**config.mk**
```make
export PLATFORM = sky130hd
export DESIGN_NAME = mem_access_unit
export DESIGN_NICKNAME = d
export VERILOG_FILES = /design/src/rtl/mem_access_unit_pkg.sv /design/src/rtl/mem_access_unit_lane_align.sv /design/src/rtl/mem_access_unit.sv
export SDC_FILE = /design/constraint.sdc
export NUM_CORES = 1
export LEC_CHECK = 0
export ABC_AREA = 1
export CAP_MARGIN = 5
export CORE_MARGIN = 2
export CORE_UTILIZATION = 35
export DETAILED_ROUTE_END_ITERATION = 10
export GPL_ROUTABILITY_DRIVEN = 0
export PLACE_DENSITY_LB_ADDON = 0.25
export SYNTH_ARGS = -nofsm -noshare
export SYNTH_HDL_FRONTEND = slang
export SYNTH_SLANG_ARGS = --single-unit
```
**constraint.sdc**
```tcl
create_clock -name clk -period 3.4 [get_ports clk]
set_clock_uncertainty 0.15 [all_clocks]
set_input_delay 0.34 -clock clk [delete_from_list [all_inputs] [get_ports clk]]
set_output_delay 0.34 -clock clk [all_outputs]
set_load 0.05 [all_outputs]
```
**src/rtl/mem_access_unit_pkg.sv**
```systemverilog
// Shared types for the MEM stage: FSM state encoding and size-mask decoding.
// Size masks are low-aligned lane masks: 0..01 byte, 0..011 half, 1..1 word.
package mem_access_unit_pkg;

   typedef enum logic [1:0] {
      StIdle = 2'd0,
      StBusy = 2'd1,
      StDone = 2'd2
   } mau_state_e;

   localparam int unsigned MAX_LANES = 64;

   typedef struct packed {
      logic       valid;
      logic [2:0] size_log2;
   } sel_info_t;

   // Valid masks are 2^k contiguous low lanes, no wider than the bus.
   function automatic sel_info_t decode_sel(input logic [MAX_LANES-1:0] sel,
                                            input int unsigned         lanes);
      sel_info_t              info;
      logic [MAX_LANES-1:0]   mask;
      info = '0;
      for (int k = 0; k < 7; k++) begin
         mask = (MAX_LANES'(1) << (1 << k)) - MAX_LANES'(1);
         if ((32'd1 << k) <= lanes && sel == mask) begin
            info.valid     = 1'b1;
            info.size_log2 = 3'(k);
         end
      end
      return info;
   endfunction

endpackage

```
**src/rtl/mem_access_unit_lane_align.sv**
```systemverilog
// Byte-lane steering for stores and lane extraction plus sign/zero extension for loads.
// Purely combinational so it can be shared with other memory clients.
module mem_access_unit_lane_align #(
   parameter int unsigned DATA_W = 32
) (
   input  logic [DATA_W/8-1:0]         i_sel,
   input  logic [$clog2(DATA_W/8)-1:0] i_ofs,
   input  logic [DATA_W-1:0]           i_store_data,
   input  logic [DATA_W-1:0]           i_rdata,
   input  logic                        i_sign_ext,
   output logic [DATA_W/8-1:0]         o_we,
   output logic [DATA_W-1:0]           o_wdata,
   output logic [DATA_W-1:0]           o_load_data
);

   localparam int unsigned LANES = DATA_W / 8;

   logic [DATA_W-1:0] w_shifted;
   logic              w_sign;

   assign o_we      = i_sel << i_ofs;
   assign o_wdata   = i_store_data << {i_ofs, 3'b000};
   assign w_shifted = i_rdata >> {i_ofs, 3'b000};

   // Sign comes from the top byte of the access, i.e. the highest selected lane.
   always_comb begin
      w_sign      = 1'b0;
      o_load_data = '0;
      for (int i = 0; i < LANES; i++) begin
         if (i_sel[i]) w_sign = w_shifted[8*i+7];
      end
      for (int i = 0; i < LANES; i++) begin
         o_load_data[8*i +: 8] = i_sel[i] ? w_shifted[8*i +: 8] : {8{w_sign & i_sign_ext}};
      end
   end

endmodule

```
**src/rtl/mem_access_unit.sv**
```systemverilog
// MEM pipeline stage: issues a registered req/ack transaction per load/store, stalls
// until the RAM acknowledges, and presents extended load data for one DONE cycle.
module mem_access_unit
   import mem_access_unit_pkg::*;
#(
   parameter int unsigned DATA_W     = 32,
   parameter int unsigned ADDR_W     = 32,
   parameter int unsigned REG_ADDR_W = 5
) (
   input  logic                  clk,
   input  logic                  rst_n,
   input  logic                  mem_read_flag_in,
   input  logic                  mem_write_flag_in,
   input  logic                  mem_sign_ext_flag_in,
   input  logic [DATA_W/8-1:0]   mem_sel_in,
   input  logic [DATA_W-1:0]     mem_write_data,
   input  logic [DATA_W-1:0]     result_in,
   input  logic                  reg_write_en_in,
   input  logic [REG_ADDR_W-1:0] reg_write_addr_in,
   input  logic [ADDR_W-1:0]     current_pc_addr_in,
   input  logic                  flush,
   output logic                  ram_req,
   output logic [DATA_W/8-1:0]   ram_we,
   output logic [ADDR_W-1:0]     ram_addr,
   output logic [DATA_W-1:0]     ram_wdata,
   input  logic                  ram_ack,
   input  logic [DATA_W-1:0]     ram_rdata,
   output logic                  stall_req,
   output logic                  mem_load_flag,
   output logic [DATA_W-1:0]     result_out,
   output logic                  reg_write_en_out,
   output logic [REG_ADDR_W-1:0] reg_write_addr_out,
   output logic [ADDR_W-1:0]     current_pc_addr_out,
   output logic                  addr_err,
   output logic [ADDR_W-1:0]     bad_addr
);

   localparam int unsigned LANES = DATA_W / 8;
   localparam int unsigned OFS_W = $clog2(LANES);

   mau_state_e         r_state, w_state_next;
   logic               r_ram_req, r_kill, r_is_load, r_wb_en;
   logic [LANES-1:0]   r_ram_we;
   logic [ADDR_W-1:0]  r_ram_addr;
   logic [DATA_W-1:0]  r_ram_wdata, r_load_data;

   sel_info_t          w_sel_info;
   logic [ADDR_W-1:0]  w_eff_addr;
   logic [OFS_W-1:0]   w_ofs, w_size_mask;
   logic               w_acc, w_mis, w_accept, w_kill_now;
   logic               w_stall, w_addr_err, w_wb_en;
   logic [DATA_W-1:0]  w_result, w_wdata, w_load_data;
   logic [LANES-1:0]   w_we;

   assign w_sel_info  = decode_sel(MAX_LANES'(mem_sel_in), LANES);
   assign w_eff_addr  = ADDR_W'(result_in);
   assign w_ofs       = w_eff_addr[OFS_W-1:0];
   assign w_size_mask = OFS_W'((32'd1 << w_sel_info.size_log2) - 32'd1);
   assign w_acc       = (mem_read_flag_in | mem_write_flag_in) & w_sel_info.valid;
   assign w_mis       = |(w_ofs & w_size_mask);
   assign w_kill_now  = r_kill | flush;

   mem_access_unit_lane_align #(
      .DATA_W (DATA_W)
   ) u_lane_align (
      .i_sel        (mem_sel_in),
      .i_ofs        (w_ofs),
      .i_store_data (mem_write_data),
      .i_rdata      (ram_rdata),
      .i_sign_ext   (mem_sign_ext_flag_in),
      .o_we         (w_we),
      .o_wdata      (w_wdata),
      .o_load_data  (w_load_data)
   );

   always_ff @(posedge clk or negedge rst_n) begin
      if (!rst_n) r_state <= StIdle;
      else        r_state <= w_state_next;
   end

   always_comb begin
      w_state_next = r_state;
      w_stall      = 1'b0;
      w_addr_err   = 1'b0;
      w_accept     = 1'b0;
      w_result     = result_in;
      w_wb_en      = reg_write_en_in;
      unique case (r_state)
         StIdle: begin
            if (w_acc) begin
               w_wb_en = 1'b0;
               if (w_mis) begin
                  w_addr_err = ~flush;
               end else if (!flush) begin
                  w_stall      = 1'b1;
                  w_accept     = 1'b1;
                  w_state_next = StBusy;
               end
            end
         end
         StBusy: begin
            w_wb_en = 1'b0;
            w_stall = 1'b1;
            if (ram_ack) begin
               // A killed transaction releases the pipeline on the ack itself.
               w_state_next = w_kill_now ? StIdle : StDone;
               w_stall      = ~w_kill_now;
            end
         end
         StDone: begin
            w_result     = r_is_load ? r_load_data : result_in;
            w_wb_en      = r_wb_en & ~flush;
            w_state_next = StIdle;
         end
         default: w_state_next = StIdle;
      endcase
   end

   always_ff @(posedge clk or negedge rst_n) begin
      if (!rst_n) begin
         r_ram_req   <= 1'b0;
         r_ram_we    <= '0;
         r_ram_addr  <= '0;
         r_ram_wdata <= '0;
         r_load_data <= '0;
         r_kill      <= 1'b0;
         r_is_load   <= 1'b0;
         r_wb_en     <= 1'b0;
      end else if (w_accept) begin
         r_ram_req   <= 1'b1;
         r_ram_we    <= mem_write_flag_in ? w_we : '0;
         r_ram_addr  <= {w_eff_addr[ADDR_W-1:OFS_W], {OFS_W{1'b0}}};
         r_ram_wdata <= mem_write_flag_in ? w_wdata : '0;
         r_is_load   <= mem_read_flag_in;
         r_wb_en     <= reg_write_en_in;
         r_kill      <= 1'b0;
      end else if (r_state == StBusy) begin
         if (flush) r_kill <= 1'b1;
         if (ram_ack) begin
            r_ram_req   <= 1'b0;
            r_ram_we    <= '0;
            r_load_data <= w_load_data;
         end
      end
   end

   assign ram_req             = r_ram_req;
   assign ram_we              = r_ram_we;
   assign ram_addr            = r_ram_addr;
   assign ram_wdata           = r_ram_wdata;
   assign stall_req           = w_stall & rst_n;
   assign addr_err            = w_addr_err & rst_n;
   assign bad_addr            = w_eff_addr;
   assign result_out          = w_result;
   assign reg_write_en_out    = w_wb_en;
   assign mem_load_flag       = mem_read_flag_in;
   assign reg_write_addr_out  = reg_write_addr_in;
   assign current_pc_addr_out = current_pc_addr_in;

endmodule

```
==> implementation parameters <==
Parameter                              Value

Critical path
  R2R Path Start ... r_state[1]$_DFFE_PN0P_
  CP max FO ... 20
  Element type at the critical path start ... flop
  Worst Reg2Reg Path Length in Cells ... 5
  Data required, critical path ... 2.91 ns
  Nature of the critical path endpoint ... output port
  Reg-to-reg critical path endpoint ... ram_wdata[0]$_DFFE_PN0P_
  Register-to-register setup slack ... 1.26 ns
  Worst Path Class, Setup ... reg2out
  Arrival time at the worst endpoint ... 2.60 ns
  Worst setup path startpoint ... r_state[1]$_DFFE_PN0P_

Placed design
  DP Wirelength ... 14,610 µm
  Total of buffers placed on input and output ports ... 242

Power and ir drop
  Leakage dissipation ... 4.373 nW
  Worst-case vdd ir drop ... 0.0003065 V
  Pwr per Cell Area ... 543.2 mW/mm²

Logic synthesis
  Number of distinct library cells after synthesis ... 33
  Leading cell type by number of instances after synthesis ... nand2_1
  Post-synthesis instance area ... 0.006471 mm²
  Post-synthesis sequential area ratio ... 40.22%
  Share of Yosys cell area claimed by the top area cell type ... 40.22%
  Ranking of synthesized cells by instance count ... nand2_1 (319), dfrtp_1 (104), inv_1 (99), buf_4 (75), o21ai_0 (69)
  Syn_area_per_cell ... 7.287 µm²
  Dominant register cell in the synthesized netlist ... dfrtp_1
  Number of flops mapped to enable cells by yosys ... 0
  Biggest area contributors in the synthesized netlist ... dfrtp_1 (40%), nand2_1 (19%), buf_4 (8.7%)
  Top cell type by total area after synthesis ... dfrtp_1
  Synth warn ... 0
  Syn Inst Count ... 888
  Post-synth ARST share ... 100.0%
  Count of state elements after synthesis ... 104

Clocking
  Clock buffers created by TritonCTS ... 9
  Clock-pin slew reported for the worst setup and hold paths after clock tree synthesis ... 0.07 ns
  Number of levels in the clock H-tree ... 3
  Clock tree sinks ... 104
  Buffer type at the clock tree root ... clkbuf_16
  Worst skew pair latency ... 0.36 ns
  CTS tree ... done
  Maximum clock path buffer count ... 2

Final layout
  Synth-to-layout area growth ... 35.21%
  Layout cell share with drive strength beyond 1 ... 6.622%
  Post-layout nets ... 1,182

STA
  Final critical delay including setup and external delays ... 3.093 ns
  Post-Route Hold Slack ... 0.3275 ns
  Headroom to the max-slew limit ... 52.09%
  Slew Limit Fails ... 0
  Pin slew with the least headroom to its limit ... 0.7187 ns
  Unrepaired setup endpoints after global routing ... false
  Fraction of the cycle the final worst path needs ... 90.97%
  Post-route setup TNS ... 0 ns
  Fmax ... 323.3 MHz
  Final count of negative-setup-slack endpoints ... 0
  Final Hold Violating Endpoints ... 0

Floorplan
  Top Ports ... 319
  Effective utilization at floorplan ... 35.90%
  Die width ... 140.0 µm
  Number of placement rows ... 49
  Die Outline Area ... 0.01959 mm²
  Die boundary height ... 140.0 µm
  Core Box Area ... 0.01802 mm²

Detailed routing
  Detail-routed via count per cell ... 4.697
  DRC violation count after routing ... 0
  Remaining antenna violation count ... 0
  Iteration-0 DRC Markers ... 389
  Avg WL per Cell ... 15.50 µm
  Detailed Route WL ... 19,730 µm
  Iteration count of the initial detailed-routing pass ... 5
  DR vias ... 5,979

Worst hold path
  Hold-critical path endpoint ... ram_addr[14]$_DFFE_PN0P_
  Worst min-delay path class ... reg2reg
  Cell depth of the worst hold path ... 2
  Startpoint of the most critical hold path ... ram_addr[14]$_DFFE_PN0P_

Run
  Total of max-cap violations ... 0

Run status
  Result of the run ... finished clean

Global route
  Largest net degree at the start of global routing ... 55
  Wire length of the first global-routing pass ... 30,760 µm
  GRT Overall Usage ... 19.81%
  Remaining global-route overflow ... 0
  Vias in the first global route ... 5,619
  Number of antenna violations at the first check in global routing ... 3
-- state kept, by name, indices dropped and copies added, names as in the netlist --
register,count
r_kill,1
r_state,2
ram_addr,30
ram_wdata,32
r_wb_en,1
ram_we,4
ram_req,1
r_is_load,1
r_load_data,32
-- logic make-up (layout without fill, tap and decap cells) --
group                  Yosys count  after routing  synth area share, %
and+or+nand+nor                377            377                24.11
buffers and inverters          221            374                19.10
AOI/OAI and AO/OA              184            184                16.36
DFF                            104            104                40.22
other                            1              4              0.05795
muxes                            1              1               0.1547
-- layout by cell type (no fill, tap or decap), drive strengths merged --
master,netlist,final
a21oi,70,70
inv,102,104
diode,0,2
mux2i,1,1
o21ai,83,83
a211oi,4,4
nor3,3,3
nand2,321,321
clkbuf,15,10
a31oi,5,5
a221oi,3,3
o32ai,5,5
clkdlybuf4s50,0,236
nand4,1,1
buf,102,17
dfrtp,104,104
o22ai,12,12
nand3,19,19
nor2,33,33
dlygate4sd3,0,1
o21a,2,2
conb,1,2
clkinv,2,4
clkinvlp,0,2
-- critical path: stages (launching register included) --
cell and delay [ns]:
dfrtp_1 0.40, inv_1 0.05, nor2_1 0.19, nand2_2 0.28, o21ai_0 0.43, clkdlybuf4s50_1 0.89
-- area by class of cell --
cell class | count | area [µm²]
Fill cell | 1813 | 9275
Multi-Input combinational cell | 564 | 2641
Sequential cell | 104 | 2603
Timing Repair Buffer | 254 | 2547
Inverter | 104 | 395.4
Tap cell | 229 | 286.5
Clock buffer | 10 | 229.0
Clock inverter | 6 | 42.54
Antenna cell | 2 | 5.005
-- worst max-delay path by stage --
stage / endpoint / slack (ns) / depth (start not counted)
2_1_floorplan: result_out[0] / 0.87 / 5
3_3_place_gp: ram_wdata[1]$_DFFE_PN0P_ / 0.56 / 8
3_5_place_dp: ram_wdata[0]$_DFFE_PN0P_ / 0.50 / 8
4_1_cts: result_out[0] / 0.28 / 5
5_1_grt: result_out[28] / 0.08 / 6
6_report: result_out[0] / 0.31 / 5
-- layer usage --
layer,track usage (%),up-vias,routed length (µm),share of wire (%)
li1,-,3024,-,-
met1,27.16,2707,9030,46
met2,31.27,214,9006,46
met3,3.863,34,1234,6.3
met4,7.211,0,462,2.3
met5,0,-,0,0
-- power by group --
| group | switching, mW | total, mW | internal (mW) | leakage, nW |
|---|---|---|---|---|
| clock | 0.497 | 0.998 | 0.501 | 0.129 |
| combinational | 1.36 | 2.07 | 0.709 | 2.95 |
| sequential | 0.131 | 1.68 | 1.55 | 1.30 |
-- metrics by stage --
step	total power, mW	cell area (µm²)	instances	util [%]	setup slack [ns]
4_1_cts	4.806	8745	1271	48.51	0.2845
2_1_floorplan	3.178	6475	889	-	0.8674
3_5_place_dp	3.788	8463	1254	46.95	0.5029
3_3_place_gp	3.767	8463	1254	46.95	0.5633
5_1_grt	5.021	8745	1271	48.51	0.08214
6_report	4.753	8750	1273	48.54	0.3070
-- repair_timing --
action,in CTS,in global routing
hold buffers,1,0
setup buffers,0,0
gates resized for setup,0,0
endpoints found under the hold margin,17,0
Power figures use the tool's default switching activity.
